`src/rtl/wash_timer_pkg.sv`:
```
// wash_pkg: controller state codes, phase codes and per-program phase tables
package wash_pkg;
  localparam logic [2:0] stShutDown = 3'd0;
  localparam logic [2:0] stBegin    = 3'd1;
  localparam logic [2:0] stSet      = 3'd2;
  localparam logic [2:0] stRun      = 3'd3;
  localparam logic [2:0] stError    = 3'd4;
  localparam logic [2:0] stPause    = 3'd5;
  localparam logic [2:0] stFinish   = 3'd6;
  localparam logic [2:0] phFill      = 3'd1;
  localparam logic [2:0] phWash      = 3'd2;
  localparam logic [2:0] phSpin      = 3'd3;
  localparam logic [2:0] phFill2     = 3'd4;
  localparam logic [2:0] phRinse     = 3'd5;
  localparam logic [2:0] phDrain     = 3'd6;
  localparam logic [2:0] phFinalSpin = 3'd7;
  // Tables are packed index 0 in the low bits; the zero entries mark the end of a program.
  localparam logic [23:0] stdCodes   = {3'd0, phFinalSpin, phDrain, phRinse, phFill2, phSpin, phWash, phFill};
  localparam logic [23:0] quickCodes = {12'd0, phFinalSpin, phDrain, phWash, phFill};
  localparam logic [23:0] rinseCodes = {12'd0, phFinalSpin, phDrain, phRinse, phFill2};
  localparam logic [23:0] stdDurs    = {3'd0, 3'd5, 3'd2, 3'd4, 3'd2, 3'd3, 3'd6, 3'd2};
  localparam logic [23:0] quickDurs  = {12'd0, 3'd2, 3'd1, 3'd3, 3'd1};
  localparam logic [23:0] rinseDurs  = {12'd0, 3'd5, 3'd2, 3'd4, 3'd2};
  localparam logic [5:0] stdTotal   = 6'd24;
  localparam logic [5:0] quickTotal = 6'd7;
  localparam logic [5:0] rinseTotal = 6'd13;

  function automatic logic [2:0] phaseCode(input logic [1:0] m, input logic [2:0] i);
    logic [23:0] t;
    t = m == 2'd0 ? stdCodes : m == 2'd1 ? quickCodes : m == 2'd2 ? rinseCodes : 24'd0;
    return t[3*i +: 3];
  endfunction

  function automatic logic [2:0] phaseDur(input logic [1:0] m, input logic [2:0] i);
    logic [23:0] t;
    t = m == 2'd0 ? stdDurs : m == 2'd1 ? quickDurs : m == 2'd2 ? rinseDurs : 24'd0;
    return t[3*i +: 3];
  endfunction

  function automatic logic [5:0] progTotal(input logic [1:0] m);
    return m == 2'd0 ? stdTotal : m == 2'd1 ? quickTotal : m == 2'd2 ? rinseTotal : 6'd0;
  endfunction
endpackage

```
`src/rtl/wash_timer_if.sv`:
```
// wash_timer_if: controller-state input and timing/progress outputs of the wash timer
interface wash_timer_if;
  logic [2:0] state;
  logic modeBtn;
  logic [2:0] initTime;
  logic [2:0] finishTime;
  logic [2:0] shinning;
  logic hadFinish;
  logic [1:0] mode;
  logic [5:0] remainTime;
  modport master(output state, modeBtn, input initTime, finishTime, shinning, hadFinish, mode, remainTime);
  modport slave(input state, modeBtn, output initTime, finishTime, shinning, hadFinish, mode, remainTime);
endinterface

```
`src/rtl/wash_timer_tick_gen.sv`:
```
// tick_gen: one-cycle tick every TICK_DIV clocks, restartable by clr
module tick_gen #(
  parameter int TICK_DIV = 50_000_000
) (
  input logic cp,
  input logic rst,
  input logic clr,
  output logic tick
);
  localparam int W = TICK_DIV > 1 ? $clog2(TICK_DIV) : 1;
  logic [W-1:0] cnt;
  assign tick = cnt == W'(TICK_DIV - 1);
  always_ff @(posedge cp) cnt <= (rst || clr || tick) ? '0 : cnt + 1'b1;
endmodule

```
`src/rtl/wash_timer.sv`:
```
// wash_timer: program selection, phase sequencing and second countdowns for the washer
module wash_timer
  import wash_pkg::*;
#(
  parameter int TICK_DIV = 50_000_000,
  parameter int INIT_SEC = 3,
  parameter int FINISH_SEC = 5
) (
  input logic cp,
  input logic rst,
  wash_timer_if.slave bus
);
  logic tick, btnQ, btnEdge, hadFinish;
  logic [1:0] mode, nextMode;
  logic [2:0] initTime, finishTime, shinning, phaseIdx, phaseCnt, nxtIdx, nxtCode;
  logic [5:0] remainTime;

  tick_gen #(.TICK_DIV(TICK_DIV)) u_tick (
    .cp(cp),
    .rst(rst),
    .clr(bus.state == stShutDown || bus.state == stSet),
    .tick(tick)
  );

  always_comb begin
    nextMode = (bus.state == stSet && btnEdge) ? (mode == 2'd2 ? 2'd0 : mode + 2'd1) : mode;
    nxtIdx = phaseIdx + 3'd1;
    nxtCode = phaseCode(mode, nxtIdx);
  end

  always_ff @(posedge cp) begin
    if (rst) begin
      btnQ <= 1'b0;
      btnEdge <= 1'b0;
      initTime <= 3'(INIT_SEC);
      finishTime <= 3'(FINISH_SEC);
      hadFinish <= 1'b0;
      shinning <= '0;
      mode <= '0;
      phaseIdx <= '0;
      phaseCnt <= '0;
      remainTime <= '0;
    end else begin
      btnQ <= bus.modeBtn;
      btnEdge <= bus.modeBtn & ~btnQ;
      case (bus.state)
        stShutDown: begin
          initTime <= 3'(INIT_SEC);
          finishTime <= 3'(FINISH_SEC);
          hadFinish <= 1'b0;
          shinning <= '0;
          mode <= '0;
          phaseIdx <= '0;
          phaseCnt <= '0;
          remainTime <= '0;
        end
        stBegin: if (tick && initTime != 3'd0) initTime <= initTime - 3'd1;
        stSet: begin
          mode <= nextMode;
          phaseIdx <= '0;
          shinning <= phaseCode(nextMode, 3'd0);
          phaseCnt <= phaseDur(nextMode, 3'd0);
          remainTime <= progTotal(nextMode);
        end
        // A zero phase counter means nothing is loaded or the program already ended.
        stRun: if (tick && phaseCnt != 3'd0) begin
          remainTime <= nxtCode == 3'd0 && phaseCnt == 3'd1 ? 6'd0 : remainTime - 6'd1;
          if (phaseCnt != 3'd1) phaseCnt <= phaseCnt - 3'd1;
          else if (nxtCode == 3'd0) begin
            shinning <= '0;
            hadFinish <= 1'b1;
            phaseCnt <= '0;
          end else begin
            phaseIdx <= nxtIdx;
            shinning <= nxtCode;
            phaseCnt <= phaseDur(mode, nxtIdx);
          end
        end
        stFinish: if (tick && finishTime != 3'd0) finishTime <= finishTime - 3'd1;
        default: ;
      endcase
    end
  end

  assign bus.initTime = initTime;
  assign bus.finishTime = finishTime;
  assign bus.shinning = shinning;
  assign bus.hadFinish = hadFinish;
  assign bus.mode = mode;
  assign bus.remainTime = remainTime;
endmodule

```
`src/flat_wrapper.sv`:
```
// flat-port wrapper written by rule: the top's interface ports become plain ports
module wash_timer_flat import wash_pkg::*;
#(
  parameter int TICK_DIV = 50_000_000,
  parameter int INIT_SEC = 3,
  parameter int FINISH_SEC = 5
)
  (cp, rst, bus_state, bus_modeBtn, bus_initTime, bus_finishTime, bus_shinning, bus_hadFinish, bus_mode, bus_remainTime);
  wash_timer_if bus_i ();
  input logic cp;
  input logic rst;
  input wire logic [$bits(bus_i.state)-1:0] bus_state;
  input wire logic [$bits(bus_i.modeBtn)-1:0] bus_modeBtn;
  output wire logic [$bits(bus_i.initTime)-1:0] bus_initTime;
  output wire logic [$bits(bus_i.finishTime)-1:0] bus_finishTime;
  output wire logic [$bits(bus_i.shinning)-1:0] bus_shinning;
  output wire logic [$bits(bus_i.hadFinish)-1:0] bus_hadFinish;
  output wire logic [$bits(bus_i.mode)-1:0] bus_mode;
  output wire logic [$bits(bus_i.remainTime)-1:0] bus_remainTime;
  assign bus_i.state = bus_state;
  assign bus_i.modeBtn = bus_modeBtn;
  assign bus_initTime = bus_i.initTime;
  assign bus_finishTime = bus_i.finishTime;
  assign bus_shinning = bus_i.shinning;
  assign bus_hadFinish = bus_i.hadFinish;
  assign bus_mode = bus_i.mode;
  assign bus_remainTime = bus_i.remainTime;
  wash_timer #(.TICK_DIV(TICK_DIV), .INIT_SEC(INIT_SEC), .FINISH_SEC(FINISH_SEC)) u_core (.cp(cp), .rst(rst), .bus(bus_i));
endmodule
```
`config.mk`:
```
export PLATFORM = sky130hd
export DESIGN_NAME = wash_timer_flat
export DESIGN_NICKNAME = d
export VERILOG_FILES = /design/src/rtl/wash_timer_pkg.sv /design/src/rtl/wash_timer_if.sv /design/src/rtl/wash_timer_tick_gen.sv /design/src/rtl/wash_timer.sv /design/src/flat_wrapper.sv
export SDC_FILE = /design/constraint.sdc
export NUM_CORES = 1
export LEC_CHECK = 0
export ABC_AREA = 0
export CORE_MARGIN = 2
export CORE_UTILIZATION = 36
export DETAILED_ROUTE_END_ITERATION = 8
export PLACE_DENSITY_LB_ADDON = 0.3
export SETUP_SLACK_MARGIN = 0.2
export SYNTH_ARGS = -nofsm -noshare
export SYNTH_HDL_FRONTEND = slang
export SYNTH_SLANG_ARGS = --single-unit
```
`constraint.sdc`:
```
create_clock -name cp -period 5.78 [get_ports cp]
set_input_delay 1.734 -clock cp [delete_from_list [all_inputs] [get_ports cp]]
set_output_delay 1.734 -clock cp [all_outputs]
set_load 0.005 [all_outputs]
```
==> key figures, run 1 <==
Critical path
  • CP cell instances: clkdlybuf4s50_1 > nor2_1 > and3_1 > nand2_1 > o21ai_0 > inv_1 > ha_1 > nand2b_1 > o21a_1 > a211oi_1
  • Worst Reg-to-Reg Cells: 7
  • CP max stage delay: around 0.64 ns
  • R2R Setup Slk: 2.89 ns
  • RR Startpoint: u_core.phaseIdx[0]
  • Startpoint Class: primary input
  • Slowest CP cell: clkdlybuf4s50_1
  • Worst r2r dst: u_core.bus.remainTime[2]
  • Worst-path maximum fanout: 13
  • Crit path DAT: roughly 4.2 ns
  • Kind of critical path: primary input to register
  • Critical Path RT: approximately 6 ns
  • Crit end category: register

Logic synthesis
  • Synth warnings: 0
  • Unique masters post-synth: 57
  • Syn Std Cell Area: around 3000 um2
  • Most used DFF post-synth: dfxtp_1
  • Post-Synthesis Cells: between 300 and 400
  • Async SR Flop Fraction: 0
  • Syn_nets: 389
  • Seq/Total Area, Yosys: 0.3468
  • #FFs+latches synth: 52
  • Syn Area/Cell: between 8 and 9 um2
  • Post-synth EDFFs: 0

STA
  • Fmax: 0.2544 GHz
  • Hold Slack: slightly below 0.4 ns
  • Slew headroom: 0.4408
  • Post-route clock period utilization: 0.6799
  • Final Hold Viols: 0
  • RSZ-0062 raised after global routing: false
  • Final setup skew: ~0.009 ns
  • Tmin final: ~3.9 ns
  • Final TNS setup: 0 ns
  • Final number of max-transition violations: 0
  • Final setup fails: 0
  • Tightest Pin Transition: roughly 0.84 ns

Place
  • GP Congestion: ~0.83
  • Post-placement cell count: between 400 and 500
  • IO buf count: 23
  • Post-DP HPWL: ~5000 um

Worst hold path
  • Worst hold stages: 1
  • Hold endpoint: u_core.btnEdge
  • Worst hold path class: register to register
  • Startpoint of the worst hold path: u_core.btnQ

Power
  • Design Power: approximately 0.68 mW
  • Leak Pwr: 1.214 nW
  • VDD IR-drop max: about 0.08 mV
  • PD cells: 198.1 nW/um2

Global route
  • Initial antenna violation count: 0
  • Met1 usage: 0.2161
  • Met3 Track Usage GR: 0.02846
  • Vias in the first global route: 2449
  • Met2 Track Usage GR: 0.2424
  • Maximum number of pins on one net before global-route repair: 30
  • First-pass GRT wire length: 11350 um
  • GRT Util Overall: 0.1572
  • Grt peak-use layer: met2
  • Total gr overflow: 0

Routing
  • Via density: a little over 5
  • Routed Antenna Nets: 0
  • Drt total wl: ~6600 um
  • Detailed-route DRC error count: 0
  • Via count: 2523
  • Initial DRC count: approximately 120
  • Routed wire per std cell: 13.51 um
  • DRT Pass-1 Iters: 4

CTS
  • Post-CTS setup buffers: 0
  • Clk root buf: clkbuf_8
  • CTS H-Tree Depth: 2
  • Hold buffers post-CTS: 0
  • Number of buffers created by CTS: 5
  • CTS Sinks: 52
  • Clk buf depth: 2
  • Reg clk slew, reported paths: 0.10 ns
  • CTS tree: done
  • # resized after CTS: 0
  • Later-pin clock latency in the skew report: between 0.3 and 0.4 ns

Finish
  • Fillers: between 800 and 900
  • Commonest non-fill, non-tap cell in the layout: dfxtp_1
  • Commonest cells after routing, fill and taps aside: dfxtp_1 (52), nor2_1 (47), nand2_1 (30)
  • Post-route insts no fill: between 400 and 500
  • # diodes: 0
  • Final net count: around 410
  • Post-layout util: 0.4207
  • Register Area: 1041 um2
  • Area Growth Syn to Fin: 14.01%
  • Share of cells above drive strength 1: 0.05990
  • Multi-input logic area: approximately 1800 um2

Floorplan
  • Initial Util: 0.3690
  • Top-level I/O count: 24
  • Core area: 8134 um2
  • Die Y: between 90 and 100 um
  • Die area: just over 9000 um2
  • Die width: around 95 um
  • Site Rows: 33

Job
  • Max_cap viols: 0

Status
  • Status: finished clean
==> worst max-delay path by stage <==
stage                             from                       end  slack (ns)  cells after the start
final                     bus_state[0]  u_core.bus.remainTime[0]        1.85                     10
after floorplan           bus_state[2]  u_core.bus.remainTime[0]        2.48                      9
after global placement    bus_state[0]  u_core.bus.remainTime[0]        1.62                     10
after detailed placement  bus_state[0]  u_core.bus.remainTime[0]        1.52                     10
after global routing      bus_state[0]  u_core.bus.remainTime[0]        1.58                     10
after CTS                 bus_state[0]  u_core.bus.remainTime[0]        1.85                     10
==> cell usage after synthesis, types with 3 or more instances <==
master / count / area [um2]
a211oi_1: 4 / 30.03
a21o_1: 5 / 37.54
a21oi_1: 19 / 95.09
a311oi_1: 3 / 26.28
and3_1: 5 / 31.28
buf_2: 3 / 15.01
clkbuf_1: 7 / 26.28
dfxtp_1: 52 / 1041
ha_1: 18 / 225.2
inv_1: 19 / 71.32
nand2_1: 30 / 112.6
nand2b_1: 10 / 62.56
nand3_1: 15 / 75.07
nand3b_1: 3 / 22.52
nand4_1: 4 / 25.02
nor2_1: 47 / 176.4
nor2b_1: 5 / 31.28
nor3_1: 13 / 65.06
nor4_1: 3 / 18.77
o21a_1: 3 / 22.52
o21ai_0: 18 / 90.09
o22ai_1: 3 / 18.77
or2_2: 4 / 25.02
or3_1: 7 / 43.79
xnor2_1: 10 / 87.58
xor2_1: 15 / 131.4
==> stage by stage <==
step	cell area, um2	worst slack (ns)
2_1_floorplan	3002	2.482
3_3_place_gp	3311	1.619
3_5_place_dp	3311	1.523
4_1_cts	3422	1.854
5_1_grt	3422	1.580
6_report	3422	1.850
==> power breakdown <==
group	internal, mW	leakage [nW]	switching (mW)	total (mW)
registers	0.364	0.421	0.00502	0.369
logic	0.0211	0.737	0.0312	0.0523
clock network	0.131	0.0558	0.126	0.257
==> metal layers <==
layer / vias to the layer above / share of wire
met1: 1164 / 0.51
met5: - / 0
met3: 14 / 0.033
li1: 1306 / -
met2: 39 / 0.44
met4: 0 / 0.020
==> registers in the layout (all words and copies together) (netlist names) <==
| register | cells |
|---|---|
| u_core.u_tick.cnt | 26 |
| u_core.bus.finishTime | 3 |
| u_core.btnQ | 1 |
| u_core.bus.shinning | 3 |
| u_core.bus.remainTime | 6 |
| u_core.phaseIdx | 3 |
| u_core.bus.initTime | 3 |
| u_core.btnEdge | 1 |
| u_core.bus.mode | 2 |
| u_core.phaseCnt | 3 |
| u_core.bus.hadFinish | 1 |
==> worst max-delay path: cells and delay by family <==
| kind | cells | cell delay (ns) |
|---|---|---|
| adders and majority gates | 1 | 0.29 |
| AOI/OAI and AO/OA | 3 | 0.49 |
| and+or+nand+nor | 4 | 0.89 |
| buffers and inverters | 2 | 0.75 |
==> cells by family after synthesis <==
kind of cell | synth area share
adder cells (fa/ha/maj) | 0.07503
buffers and inverters | 0.04377
AO/OA/AOI/OAI | 0.1651
AND/OR/NAND/NOR | 0.2872
flip-flops | 0.3468
XOR/XNOR | 0.07837
multiplexers | 0.003751
==> area by class of cell <==
class,instances,area share
Timing Repair Buffer,24,0.06947
Tap cell,105,0.03839
Multi-Input combinational cell,281,0.5346
Clock buffer,6,0.02121
Clock inverter,2,0.01133
Inverter,19,0.02084
Sequential cell,52,0.3042
Power figures use the tool's default switching activity.
==> run 2, diff against run 1 <==
clock period = 3.7 ns   (was 5.78 ns; I/O delays follow)
==> key figures, run 2 (synthesis gave the netlist of run 1 again) <==
CTS
  • Clk root buf: clkbuf_8
  • CTS tree: done
  • Reg clk slew, reported paths: 0.10 ns (about the same)
  • Hold buffers post-CTS: 0 (unchanged)
  • CTS Sinks: 52 (unchanged)
  • Number of buffers created by CTS: 5 (unchanged)
  • Post-CTS setup buffers: 0 (unchanged)
  • Clk buf depth: 2 (unchanged)
  • Later-pin clock latency in the skew report: 0.32 ns (about the same)
  • # resized after CTS: 0 (unchanged)
  • CTS H-Tree Depth: 2 (unchanged)

Floorplan
  • Top-level I/O count: 24 (unchanged)
  • Core area: 8134 um2 (unchanged)
  • Die area: 9084 um2 (unchanged)
  • Initial Util: 0.3690 (unchanged)
  • Site Rows: 33 (unchanged)
  • Die Y: 95.31 um (unchanged)
  • Die width: 95.31 um (unchanged)

Finish
  • Commonest cells after routing, fill and taps aside: dfxtp_1 (52), nor2_1 (47), nand2_1 (30)
  • Share of cells above drive strength 1: 0.07216 (+0.01227)
  • Largest register by flop count: u_core.u_tick.cnt
  • Post-route insts no fill: 493 (+0.82%)
  • Post-layout util: 0.4226 (+0.001845)
  • Final Cell Area: 3437 um2 (+0.44%)
  • Largest register FFs: 26 (unchanged)
  • Top Registers: u_core.u_tick.cnt (26), u_core.bus.remainTime (6)
  • Area Growth Syn to Fin: 14.51%
  • Final net count: 411 (+0.98%)
  • Commonest non-fill, non-tap cell in the layout: dfxtp_1
  • # diodes: 0 (unchanged)
  • Fillers: 810 (-2.3%)

STA
  • Post-route clock period utilization: 0.8038
  • Final setup fails: 0 (unchanged)
  • Slew headroom: 0.4892 (+0.04835)
  • Tmin final: between 2 and 3 ns
  • Final Hold Viols: 0 (unchanged)
  • Tightest Pin Transition: 0.7663 ns (-0.07253 ns)
  • Hold Slack: 0.3972 ns (+0.005146 ns)
  • Fmax: about 0.34 GHz
  • Final number of max-transition violations: 0 (unchanged)
  • Final TNS setup: 0 ns (unchanged)
  • RSZ-0062 raised after global routing: false
  • Final setup skew: 0.01611 ns (+0.007098 ns)
  • Final worst slack: 0.7259 ns (-1.124 ns)

Routing
  • Initial DRC count: 161 (+38%)
  • DRT Pass-1 Iters: 4 (unchanged)
  • Via density: 5.146 (-0.26%)
  • Drt total wl: 6614 um (+0.14%)
  • Routed wire per std cell: 13.42 um (-0.68%)
  • Via count: 2537 (+0.55%)
  • Detailed-route DRC error count: 0 (unchanged)
  • Routed Antenna Nets: 0 (unchanged)

Critical path
  • Startpoint Class: primary input
  • Kind of critical path: primary input to register
  • Crit path DAT: 3.22 ns (-0.95 ns)
  • Worst Reg-to-Reg Cells: 7 (unchanged)
  • Critical Path RT: 3.95 ns (-2.07 ns)
  • Crit end category: register
  • R2R Setup Slk: 0.81 ns (-2.08 ns)
  • Worst-path maximum fanout: 9 (-4)

Place
  • IO buf count: 23 (unchanged)
  • GP Congestion: 0.8101 (-3.0%)
  • Post-placement cell count: 485 (+0.83%)
  • Post-DP HPWL: 4934 um (+0.51%)
  • Area after DPL: 3341 um2 (+0.91%)
  • Post-Place Worst Slack: 0.4462 ns (-1.077 ns)

Global route
  • Total gr overflow: 0 (unchanged)
  • GRT Util Overall: 0.1569 (-0.0002799)
  • Vias in the first global route: 2323 (-5.1%)
  • First-pass GRT wire length: 11270 um (-0.73%)
  • Initial antenna violation count: 0 (unchanged)
  • Maximum number of pins on one net before global-route repair: 30 (unchanged)

Power
  • Leak Pwr: 1.225 nW (+0.87%)
  • Design Power: 1.014 mW (+50%)
  • PD cells: 295.1 nW/um2 (+49%)
  • VDD IR-drop max: 0.1355 mV (+68%)

Worst hold path
  • Worst hold path class: register to register
  • Worst hold stages: 1 (unchanged)

Status
  • Status: finished clean

Job
  • Max_cap viols: 0 (unchanged)
-- run 2: metal layers --
metal | GRT usage | routed length [um]
met1 | 0.2280 | 3341
met2 | 0.2418 | 2979
met3 | 0.02213 | 211
met4 | 0.04348 | 82
met5 | 0 | 0
-- run 2: final timing paths --
path,from,endpoint
worst max-delay path,bus_state[2],u_core.bus.remainTime[5]
worst min-delay path,u_core.btnQ,u_core.btnEdge
worst max register to register,u_core.phaseIdx[0],u_core.bus.remainTime[2]
worst min register to register,u_core.btnQ,u_core.btnEdge
-- run 2: layout make-up --
| class | count | area [um2] | share of cell area |
|---|---|---|---|
| well taps | 105 | 131.4 | 0.03822 |
| clock buffers | 5 | 68.82 | 0.02002 |
| repair buffers | 28 | 267.8 | 0.07790 |
| clock inverters | 3 | 27.53 | 0.008009 |
| multi-input cells | 281 | 1829 | 0.5322 |
| flip-flops and latches | 52 | 1041 | 0.3029 |
| inverters | 19 | 71.32 | 0.02075 |
-- run 2: power breakdown --
group | internal (mW) | switching [mW]
clock | 0.139 | 0.213
combinational | 0.0359 | 0.0499
sequential | 0.568 | 0.00750
-- run 2: critical path, stage by stage --
cell and delay [ns]:
clkdlybuf4s50_1 0.49, buf_4 0.20, nor2b_1 0.19, o21ai_0 0.21, nor4_4 0.25, nor2_2 0.14, or4_1 0.47, a31oi_1 0.16
